--- config.mk ---
export PLATFORM = sky130hd
export DESIGN_NAME = seg7_capture
export DESIGN_NICKNAME = d
export VERILOG_FILES = /design/src/rtl/seg7_pkg.sv /design/src/rtl/seg7_pattern_decode.sv /design/src/rtl/seg7_capture.sv
export SDC_FILE = /design/constraint.sdc
export NUM_CORES = 1
export LEC_CHECK = 0
export ABC_AREA = 1
export CORE_ASPECT_RATIO = 0.7
export CORE_MARGIN = 5
export CORE_UTILIZATION = 57
export DETAILED_ROUTE_END_ITERATION = 16
export GPL_TIMING_DRIVEN = 0
export PLACE_DENSITY = 0.79
export SKIP_LAST_GASP = 1
export SLEW_MARGIN = 10
export SYNTH_ARGS = -nofsm -noshare
export SYNTH_HDL_FRONTEND = slang
export SYNTH_SLANG_ARGS = --single-unit
--- constraint.sdc ---
create_clock -name clk -period 2.4 [get_ports clk]
set_input_delay 0.24 -clock clk [delete_from_list [all_inputs] [get_ports clk]]
set_output_delay 0.24 -clock clk [all_outputs]
set_load 0.02 [all_outputs]
--- src/rtl/seg7_pkg.sv ---
// rtl/seg7_pkg.sv - shared seven-segment pattern table, capture states and digit-select helpers
package seg7_pkg;

    localparam logic [6:0] SEG_BLANK = 7'b1111111;

    // Active-low abcdefg patterns; index i is the glyph for digit value i.
    localparam logic [9:0][6:0] SEG_DIGITS = {
        7'b0001100, 7'b0000000, 7'b0001111, 7'b0100000, 7'b0100100,
        7'b1001100, 7'b0000110, 7'b0010010, 7'b1001111, 7'b0000001
    };

    typedef enum logic [1:0] {
        ST_IDLE    = 2'd0,
        ST_CAPTURE = 2'd1,
        ST_LOCKED  = 2'd2
    } cap_state_t;

    function automatic logic one_zero(input logic [3:0] an);
        logic [2:0] zeros;
        zeros = 3'd0;
        for (int i = 0; i < 4; i++) begin
            if (!an[i]) zeros = zeros + 3'd1;
        end
        return zeros == 3'd1;
    endfunction

    function automatic logic [1:0] zero_index(input logic [3:0] an);
        logic [1:0] idx;
        idx = 2'd0;
        for (int i = 0; i < 4; i++) begin
            if (!an[i]) idx = 2'(i);
        end
        return idx;
    endfunction

endpackage

--- src/rtl/seg7_pattern_decode.sv ---
// rtl/seg7_pattern_decode.sv - combinational segment pattern to {bcd, err} decoder
module seg7_pattern_decode
    import seg7_pkg::*;
(
    input  logic [6:0] pattern,
    output logic [3:0] bcd,
    output logic       err
);

    always_comb begin
        bcd = 4'hE;
        err = 1'b1;
        if (pattern == SEG_BLANK) begin
            bcd = 4'hF;
            err = 1'b0;
        end
        for (int i = 0; i < 10; i++) begin
            if (pattern == SEG_DIGITS[i]) begin
                bcd = 4'(i);
                err = 1'b0;
            end
        end
    end

endmodule

--- src/rtl/seg7_capture.sv ---
// rtl/seg7_capture.sv - recovers a 4-digit frame from a multiplexed seven-segment display
module seg7_capture
    import seg7_pkg::*;
#(
    parameter int STABLE_CNT = 3,
    parameter int TIMEOUT    = 1024
) (
    input  logic        clk,
    input  logic        reset,
    input  logic        sample_en,
    input  logic [3:0]  an,
    input  logic [6:0]  leds,
    output logic [15:0] digits,
    output logic [3:0]  err,
    output logic        frame_valid,
    output logic        locked
);

    localparam logic [3:0]  STAB_MAX = 4'(STABLE_CNT);
    localparam logic [15:0] TMO_MAX  = 16'(TIMEOUT);

    cap_state_t  state;
    logic [3:0]  stab_cnt;
    logic [3:0]  prev_an;
    logic [6:0]  prev_leds;
    logic [3:0]  mask;
    logic [15:0] slot_bcd;
    logic [3:0]  slot_err;
    logic [15:0] tmo_cnt;

    logic        valid;
    logic        match;
    logic [3:0]  stab_inc;
    logic [3:0]  stab_nxt;
    logic        write;
    logic [1:0]  sel;
    logic [3:0]  mask_nxt;
    logic        complete;
    logic [15:0] tmo_inc;
    logic        expire;
    logic [3:0]  dec_bcd;
    logic        dec_err;
    logic [15:0] bcd_w;
    logic [3:0]  err_w;

    seg7_pattern_decode u_decode (
        .pattern (leds),
        .bcd     (dec_bcd),
        .err     (dec_err)
    );

    always_comb begin
        valid    = sample_en && one_zero(an);
        match    = (an == prev_an) && (leds == prev_leds);
        stab_inc = (stab_cnt >= STAB_MAX) ? STAB_MAX : stab_cnt + 4'd1;
        stab_nxt = match ? stab_inc : 4'd1;
        // A saturated count on a matching sample is the tail of a run already written.
        write    = valid && (stab_nxt == STAB_MAX) && !(match && stab_cnt == STAB_MAX);
        sel      = zero_index(an);
        mask_nxt = mask | (4'b0001 << sel);
        complete = write && (mask_nxt == 4'hF);
        tmo_inc  = (tmo_cnt >= TMO_MAX) ? TMO_MAX : tmo_cnt + 16'd1;
        expire   = sample_en && (state == ST_LOCKED) && (tmo_inc == TMO_MAX);
        bcd_w    = slot_bcd;
        bcd_w[{sel, 2'b00} +: 4] = dec_bcd;
        err_w    = slot_err;
        err_w[sel] = dec_err;
    end

    always_ff @(posedge clk) begin
        if (reset) begin
            state       <= ST_IDLE;
            locked      <= 1'b0;
            digits      <= '0;
            err         <= '0;
            frame_valid <= 1'b0;
            mask        <= '0;
            stab_cnt    <= '0;
            tmo_cnt     <= '0;
            prev_an     <= '0;
            prev_leds   <= '0;
            slot_bcd    <= '0;
            slot_err    <= '0;
        end else begin
            frame_valid <= 1'b0;
            if (sample_en) tmo_cnt <= tmo_inc;
            if (valid) begin
                prev_an   <= an;
                prev_leds <= leds;
                stab_cnt  <= stab_nxt;
            end else if (sample_en) begin
                stab_cnt <= '0;
            end
            if (write) begin
                slot_bcd <= bcd_w;
                slot_err <= err_w;
                mask     <= mask_nxt;
            end
            // Completion outranks a timeout expiring on the same edge.
            if (complete) begin
                digits      <= bcd_w;
                err         <= err_w;
                frame_valid <= 1'b1;
                mask        <= '0;
                tmo_cnt     <= '0;
                state       <= ST_LOCKED;
                locked      <= 1'b1;
            end else if (expire) begin
                state  <= ST_CAPTURE;
                locked <= 1'b0;
                mask   <= '0;
            end else if (state == ST_IDLE && valid) begin
                state <= ST_CAPTURE;
            end
        end
    end

endmodule

==> reports/results.txt, run 1 <==
After clock tree synthesis, the clock-pin slew on the worst setup and hold paths is 0.08 ns. The number of nets in the synthesized netlist is 609. After global routing the overflow that remains totals 0. The tools report the yosys synthesis warning count as 0.

For this run, the register share of the synthesized area comes to 40.7%. Setup violations remaining at the end of the flow were counted as 0. Number of H-tree levels: 3. Entering global routing, the biggest net connects 15 pins. The core region is 6690 sq um.

The mean area per synthesized cell came out at 6.60 sq um. Summed over all failing endpoints, the final setup total negative slack is 0 ns. The most frequent standard cell in the layout excluding fill and tap cells is nand2_1. In the routed design, unresolved DRC markers number 0. In this run, CTS created clock tree buffers numbering 9.

The final max-slew violation count was 0. Across the run, the number of max-cap violations was 0. The filler cells instantiated in the layout total 619. For the post-route antenna net violation count, the log shows 0. The clock latency reported for the late side of the worst-skew pair is 0.36 ns, and the final-stage net count is 660. The worst ir drop on vdd was 0.000331 V; the area growth from synthesis to layout was 18.9%. In this run the horizontal extent of the chip is 109 um. The global-route wire length before repair is 15,500 um. Derived from the worst setup path, the maximum achievable clock frequency is 438 MHz.

The worst setup path is of the in2reg kind. In the global route stage, overall resource usage came out at 22.5%. For the effective utilization at floorplan, the log shows 58.1%.

Once layout is complete, the utilization of the core stands at 69.1%. 0 antenna diodes ended up in the layout. The area of the die was 8600 sq um. The routed design has 9070 um of wire. The ratio of final minimum period to clock period is 95.1%. Count of buffers inserted at the top-level ports: 33. The run gives 33 as the distinct cell type count after synthesis. The logs give 2.71 ns for the required time of the critical path and 63.0% for the worst slew margin relative to its limit. For flop-to-flop paths, the worst setup slack is 0.44 ns. In this run, the number of DRC markers left after iteration 0 of detailed routing was 253. Via count of the first global-routing pass: 3,494. Dividing the detail-routed via count by the number of cells gives 5.08. The tightest min-delay check is of the in2reg type. In the layout the commonest cells are 178 x nand2_1, 83 x nor2_1, 79 x dfxtp_1. Counting along the longest clock path gives a buffer depth of 2.

After layout, the design draws a total of 0.00267 W. The logs give 0 for the final count of hold timing violations and 589 for the gate count after technology mapping. At the worst endpoint, the arrival time is 2.59 ns.

The routed design could run at a clock period as short as 2.28 ns. After clock tree synthesis, the flow added hold-fix buffers numbering 0. TritonCTS built the clock tree.

Number of flip-flops and latches in the synthesized netlist: 79. Between clock sinks in the finished design, the worst skew comes to 0.0106 ns. For the number of antenna violations at the first check in global routing, the log shows 0. STA classifies the critical path startpoint as a primary input. For this design the top-level I/O count stands at 36. Detailed placement ended at an HPWL of 6500 um. Layout cell share with drive strength beyond 1: 8.06%. Ratio of total power to cell area: 576 nW/um^2. Row generation in the floorplan step produced 25 rows. The maximum fanout along the worst path works out to 6. At the end of routability-driven placement, the weighted congestion stood at 0.949.

Summed over all cells, the static leakage comes to 2.13 nW. For the pin with the worst max-slew slack, the measured transition is 0.552 ns. For this block, the via count after detailed routing is 3,757. The average routed wire per standard cell came out at 12.3 um. The root buffer selected by CTS is clkbuf_8. For the total clock sinks, the log shows 79. Setup repair after global routing left no endpoint under its margin.

The element type at the critical path end is a flop. Summing every instance area after synthesis gives 3890 sq um. The die is 79.1 um tall. The first-pass iteration count of the detailed router came out at 7. The run finished with clean final reports.
report_power, final:
group	switching (W)	internal (W)
logic	0.000180	0.000104
clock network	0.000507	0.000518
registers	0.0000192	0.00134
timing repair:
item,in CTS,in global routing
gates resized for setup,5,4
gates cloned,0,2
buffers inserted,4,1
pin swaps,3,3
endpoints found under the setup margin,72,60
cells by family after synthesis:
family,count (synthesis),synth area share (%)
xor+xnor,7,1.77
compound gates,80,10.6
buf+inv,103,10.8
simple gates,314,34.2
fa+ha+maj,6,1.93
flops,79,40.7
through the flow:
step	setup slack, ns	cell area, sq um	hold WS (ns)	std cells
floorplan	0.261	3890	0.309	589
global placement	-0.647	4340	0.427	716
detailed placement	-0.722	4340	0.432	716
CTS	0.00188	4600	0.281	736
global route	0.00795	4630	0.288	739
finish	0.118	4630	0.281	739
sequential cells by signal, indices dropped and copies added (netlist names):
| register | flops |
|---|---|
| stab_cnt | 4 |
| slot_err | 4 |
| mask | 4 |
| digits | 16 |
| slot_bcd | 16 |
| prev_an | 4 |
| tmo_cnt | 16 |
| prev_leds | 7 |
| state | 2 |
| frame_valid | 1 |
| locked | 1 |
| err | 4 |
cell usage after synthesis:
cell	n	area share, %
clkinv_1	1	0.096
o21ai_0	37	4.8
clkbuf_1	6	0.58
nor3_2	1	0.26
ha_1	6	1.9
buf_1	1	0.096
nor2_1	83	8.0
nand3b_1	3	0.58
a21oi_1	25	3.2
nand2_4	2	0.58
nor2_8	1	0.51
nand2_1	178	17
o21ai_1	12	1.5
inv_1	77	7.4
o22ai_1	2	0.32
buf_6	2	0.58
o211ai_1	1	0.19
nand3_1	20	2.6
buf_4	4	0.77
nand3_2	1	0.26
nand3_4	1	0.45
xnor2_1	5	1.1
dfxtp_1	79	41
o21ai_2	1	0.23
xor2_1	1	0.23
inv_2	8	0.77
o21bai_1	2	0.39
xnor2_2	1	0.42
nor2_4	2	0.58
nor2_2	1	0.16
nor3_1	11	1.4
nand4_1	10	1.6
buf_2	4	0.51
area by class of cell:
cell class | instances | area, sq um | area share [%]
multi-input combinational | 407 | 1910 | 41.2
sequential | 79 | 1580 | 34.2
timing repair buffer | 40 | 385 | 8.33
inverter | 86 | 323 | 6.98
clock buffer | 11 | 141 | 3.06
tap | 94 | 118 | 2.54
buffer | 17 | 106 | 2.30
clock inverter | 5 | 63.8 | 1.38
critical path, cell delays in order:
cell	delay [ns]
clkdlybuf4s15_1	0.32
inv_1	0.17
ha_4	0.27
xnor2_2	0.14
ha_1	0.29
nand3b_1	0.17
o21ai_2	0.09
nand2_4	0.10
nor2_8	0.14
nand3_4	0.14
nor2_4	0.23
buf_6	0.15
nand3_1	0.07
nand2_1	0.06
layer usage:
metal	wire length (um)	track usage, %	vias to the layer above	part of all wire (%)
met5	0	0	-	0
met4	153	8.07	0	1.7
met3	583	7.64	21	6.4
met2	4140	36.6	114	46
met1	4190	27.7	1688	46
li1	-	-	1934	-
path summary, 6_finish.rpt:
path / startpoint / to / depth (start not counted)
setup reg to reg: prev_leds[0]$_SDFFE_PP0P_ / digits[12]$_SDFFE_PP0P_ / 13
hold reg to reg: err[3]$_SDFFE_PP0P_ / err[3]$_SDFFE_PP0P_ / 2
hold / removal: an[0] / prev_an[0]$_SDFFE_PP0P_ / 3
setup / recovery: an[1] / digits[12]$_SDFFE_PP0P_ / 14
Power figures use the tool's default switching activity.
==> run 2: changes to the inputs <==
Settings changed: CORE_MARGIN 5 to 2, HOLD_SLACK_MARGIN set to 0.12.
==> run 2 against run 1 <==
Net effect: clock-buffer cell count is 1 lower; clock skew hardly changed; critical path depth stayed put; sequential share of layout area is 0.27 points higher; largest power group unchanged; highest routed layer unchanged.
==> reports/results.txt, run 2 (synthesized netlist as in run 1, its figures left out) <==
Die height: 73.1 um. The run finished with clean final reports. Routability-driven placement finished with a final weighted congestion of 0.902.

The largest incremental delay on the critical path came out at 0.28 ns. The setup path with the least slack is of type in2reg. The met2 global-route usage is 39.0%. The DRC violation count after routing is 0, and the shortest period the worst path allows is 2.09 ns. Among all stages on the critical path, the largest delay is contributed by ha_1.

The effective utilization at floorplan was 58.1%. In this run the most critical hold path is launched from an[2]. After detailed routing, the average wire length per cell comes to 11.5 um.

The cell depth of the worst flop-to-flop path was 13. The initial DRC count is 278. For this run, the top clock speed supported by timing is 479 MHz.

The clock latency reported for the late side of the worst-skew pair is 0.35 ns. The ratio of final minimum period to clock period was 87.0%; the number of H-tree levels was 3. The tools report the capturing point of the worst reg2reg path as digits[13]$_SDFFE_PP0P_. The count of buffers inserted at the top-level ports is 33, and the width of the chip is 103 um.

The number of setup violations in the final report was 0. The worst ir drop on vdd came out at 0.000362 V. The logs give 24.3% for the overall global routing resource usage and 2.10 nW for the leakage power figure. The total I/O pin count was 36; the layout cell share with drive strength beyond 1 was 7.79%. The type of the tightest min-delay check was in2reg. The logs give 8490 um for the final wirelength and 4340 sq um for the placed standard-cell area. At the end of the flow the core is filled with cells to 68.6%. Data on the critical path is required at its endpoint by 2.70 ns. The layer flagged by global routing as most heavily used is met2. In the global route stage, met3 resource usage came out at 6.32%. Detailed-route via count: 3,697. Final hold analysis gives a worst-case slack of 0.289 ns. After global routing the overflow that remains totals 0. The repair_antennas step left the layout with diodes totalling 0. Setup repair after global routing left no endpoint under its margin. In this run, CTS created clock tree buffers numbering 9. For this run, global-route usage on met1 was measured as 32.7%.

The run gives 6210 um as the half-perimeter wire length after detailed placement. Power spread over the standard cell area amounts to 563 nW/um^2. The most repeated library cell on the critical path is nand2_1. The tree is rooted in a clkbuf_8. The worst register-to-register path begins at prev_leds[0]$_SDFFE_PP0P_.

The largest registers in the layout are digits: 16 flops, slot_bcd: 16 flops, tmo_cnt: 16 flops. The run gives 0 as the final count of hold timing violations. The clock arrives with 0.0105 ns of skew.

Clock-pin slew was measured on the worst setup and hold paths at 0.08 ns. Fill cells in the final layout number 590. Traced cell by cell, the critical path runs through clkbuf_2 > inv_1 > ha_4 > xnor2_2 > ha_1 > nand3b_1 > o21ai_2 > nand2_4 > nor2_8 > nand3_4 > nor2_4 > buf_4 > nand2_1 > nand2_1.

The area growth from synthesis to layout was 18.0%; the cell depth of the worst hold path was 3. For the final max-slew violation count, the log shows 0. The top cell types in the final layout, fill and taps aside, are 178 x nand2_1, 83 x nor2_1, 79 x dfxtp_1.

Maximum fanout along the worst path: 6. The finished cells cover 4590 sq um. Row generation in the floorplan step produced 25 rows. The first global-routing pass estimated 14,300 um of wire.

The logs give 2 for the number of buffers on the longest clock path and 0.53 ns for the setup slack on the worst flop-to-flop path. The worst slew margin relative to its limit was 63.4%. Setup slack on the critical path of the routed design comes to 0.311 ns.

The tools report the post-route antenna net violation count as 0. The tools report the arrival time at the worst endpoint as 2.39 ns. TritonCTS built the clock tree. The path with the worst hold slack has its endpoint at prev_an[2]$_SDFFE_PP0P_. At the pin with the least slew margin, the transition time is 0.545 ns. The largest net degree at the start of global routing came out at 14.

The run gives 79 as the total clock sinks. Element type at the critical path end: a flop. After the last flow step, the layout net total stands at 658. The number of antenna violations at the first check in global routing was 0; the area of the die was 7510 sq um.

The via count of the first global-routing pass was 3,252. The library cell used most frequently in the layout, excluding fill and tap cells, is nand2_1. After floorplanning, the core was sized to cover 6690 sq um.

The tools report the first-pass iteration count of the detailed router as 5. The post-layout total power was 0.00258 W. At the placement stage, the worst setup path has a slack of -0.731 ns. Using the TritonRoute via totals, the vias-per-cell ratio works out to 5.02. The number of violations of the max-capacitance limit was 0. The kind of start point of the critical path was a primary input.
## run 2: changes by cell type in the layout (fill, tap and decap cells not counted)
cell             before  now
buf_2                 4    3
buf_4                 9    8
clkbuf_2              0    1
clkbuf_8             10    9
clkdlybuf4s15_1       1    0
clkinv_2              0    1
clkinv_4              1    0
clkinvlp_4            1    2
inv_6                 2    1
## run 2: final cells by class
class | count | area (sq um) | share of cell area, %
Multi-Input combinational cell | 407 | 1910 | 41.6
Sequential cell | 79 | 1580 | 34.5
Timing Repair Buffer | 38 | 365 | 7.96
Inverter | 86 | 323 | 7.03
Clock buffer | 10 | 128 | 2.78
Tap cell | 94 | 118 | 2.56
Buffer | 17 | 109 | 2.37
Clock inverter | 5 | 58.8 | 1.28
## run 2: what timing repair did
action / CTS / global route
cloned: 0 / 2
setup buffers: 3 / 0
pin swaps: 2 / 1
hold buffers: 0 / 0
setup endpoints to repair: 72 / 70
resized for setup: 5 / 7
## run 2: routing by layer
| metal | vias to the layer above | routed length, um |
|---|---|---|
| met4 | 0 | 98 |
| li1 | 1926 | - |
| met3 | 11 | 500 |
| met5 | - | 0 |
| met1 | 1669 | 4130 |
| met2 | 91 | 3760 |
## run 2: critical path: cells and delay by family
kind / cells / cell delay, ns
adder cells (fa/ha/maj): 2 / 0.52
buffers and inverters: 3 / 0.51
XOR/XNOR: 1 / 0.14
AND/OR/NAND/NOR: 7 / 0.90
AO/OA/AOI/OAI: 1 / 0.09
## run 2: where the power goes
part           internal (W)  leakage (nW)  total, W  switching [W]
logic              0.000103          1.38  0.000279       0.000175
clock network      0.000477        0.0888  0.000949       0.000472
registers           0.00134         0.639   0.00136      0.0000193
total               0.00192          2.10   0.00258       0.000667
## run 2: how the worst max path moves through the flow
stage / slack [ns] / endpoint / from
finish: 0.31 / digits[13]$_SDFFE_PP0P_ / an[1]
global route: 0.15 / digits[12]$_SDFFE_PP0P_ / an[1]
CTS: -0.003 / digits[5]$_SDFFE_PP0P_ / an[0]
detailed placement: -0.73 / tmo_cnt[15]$_SDFFE_PP0P_ / an[1]
global placement: -0.65 / tmo_cnt[10]$_SDFFE_PP0P_ / an[1]
floorplan: 0.26 / digits[12]$_SDFFE_PP0P_ / an[0]
## run 2: stage by stage
step / cells / setup TNS, ns
6_report: 736 / 0
5_1_grt: 736 / 0
4_1_cts: 734 / -0.00256
3_5_place_dp: 716 / -46.23
3_3_place_gp: 716 / -41.51
2_1_floorplan: 589 / 0
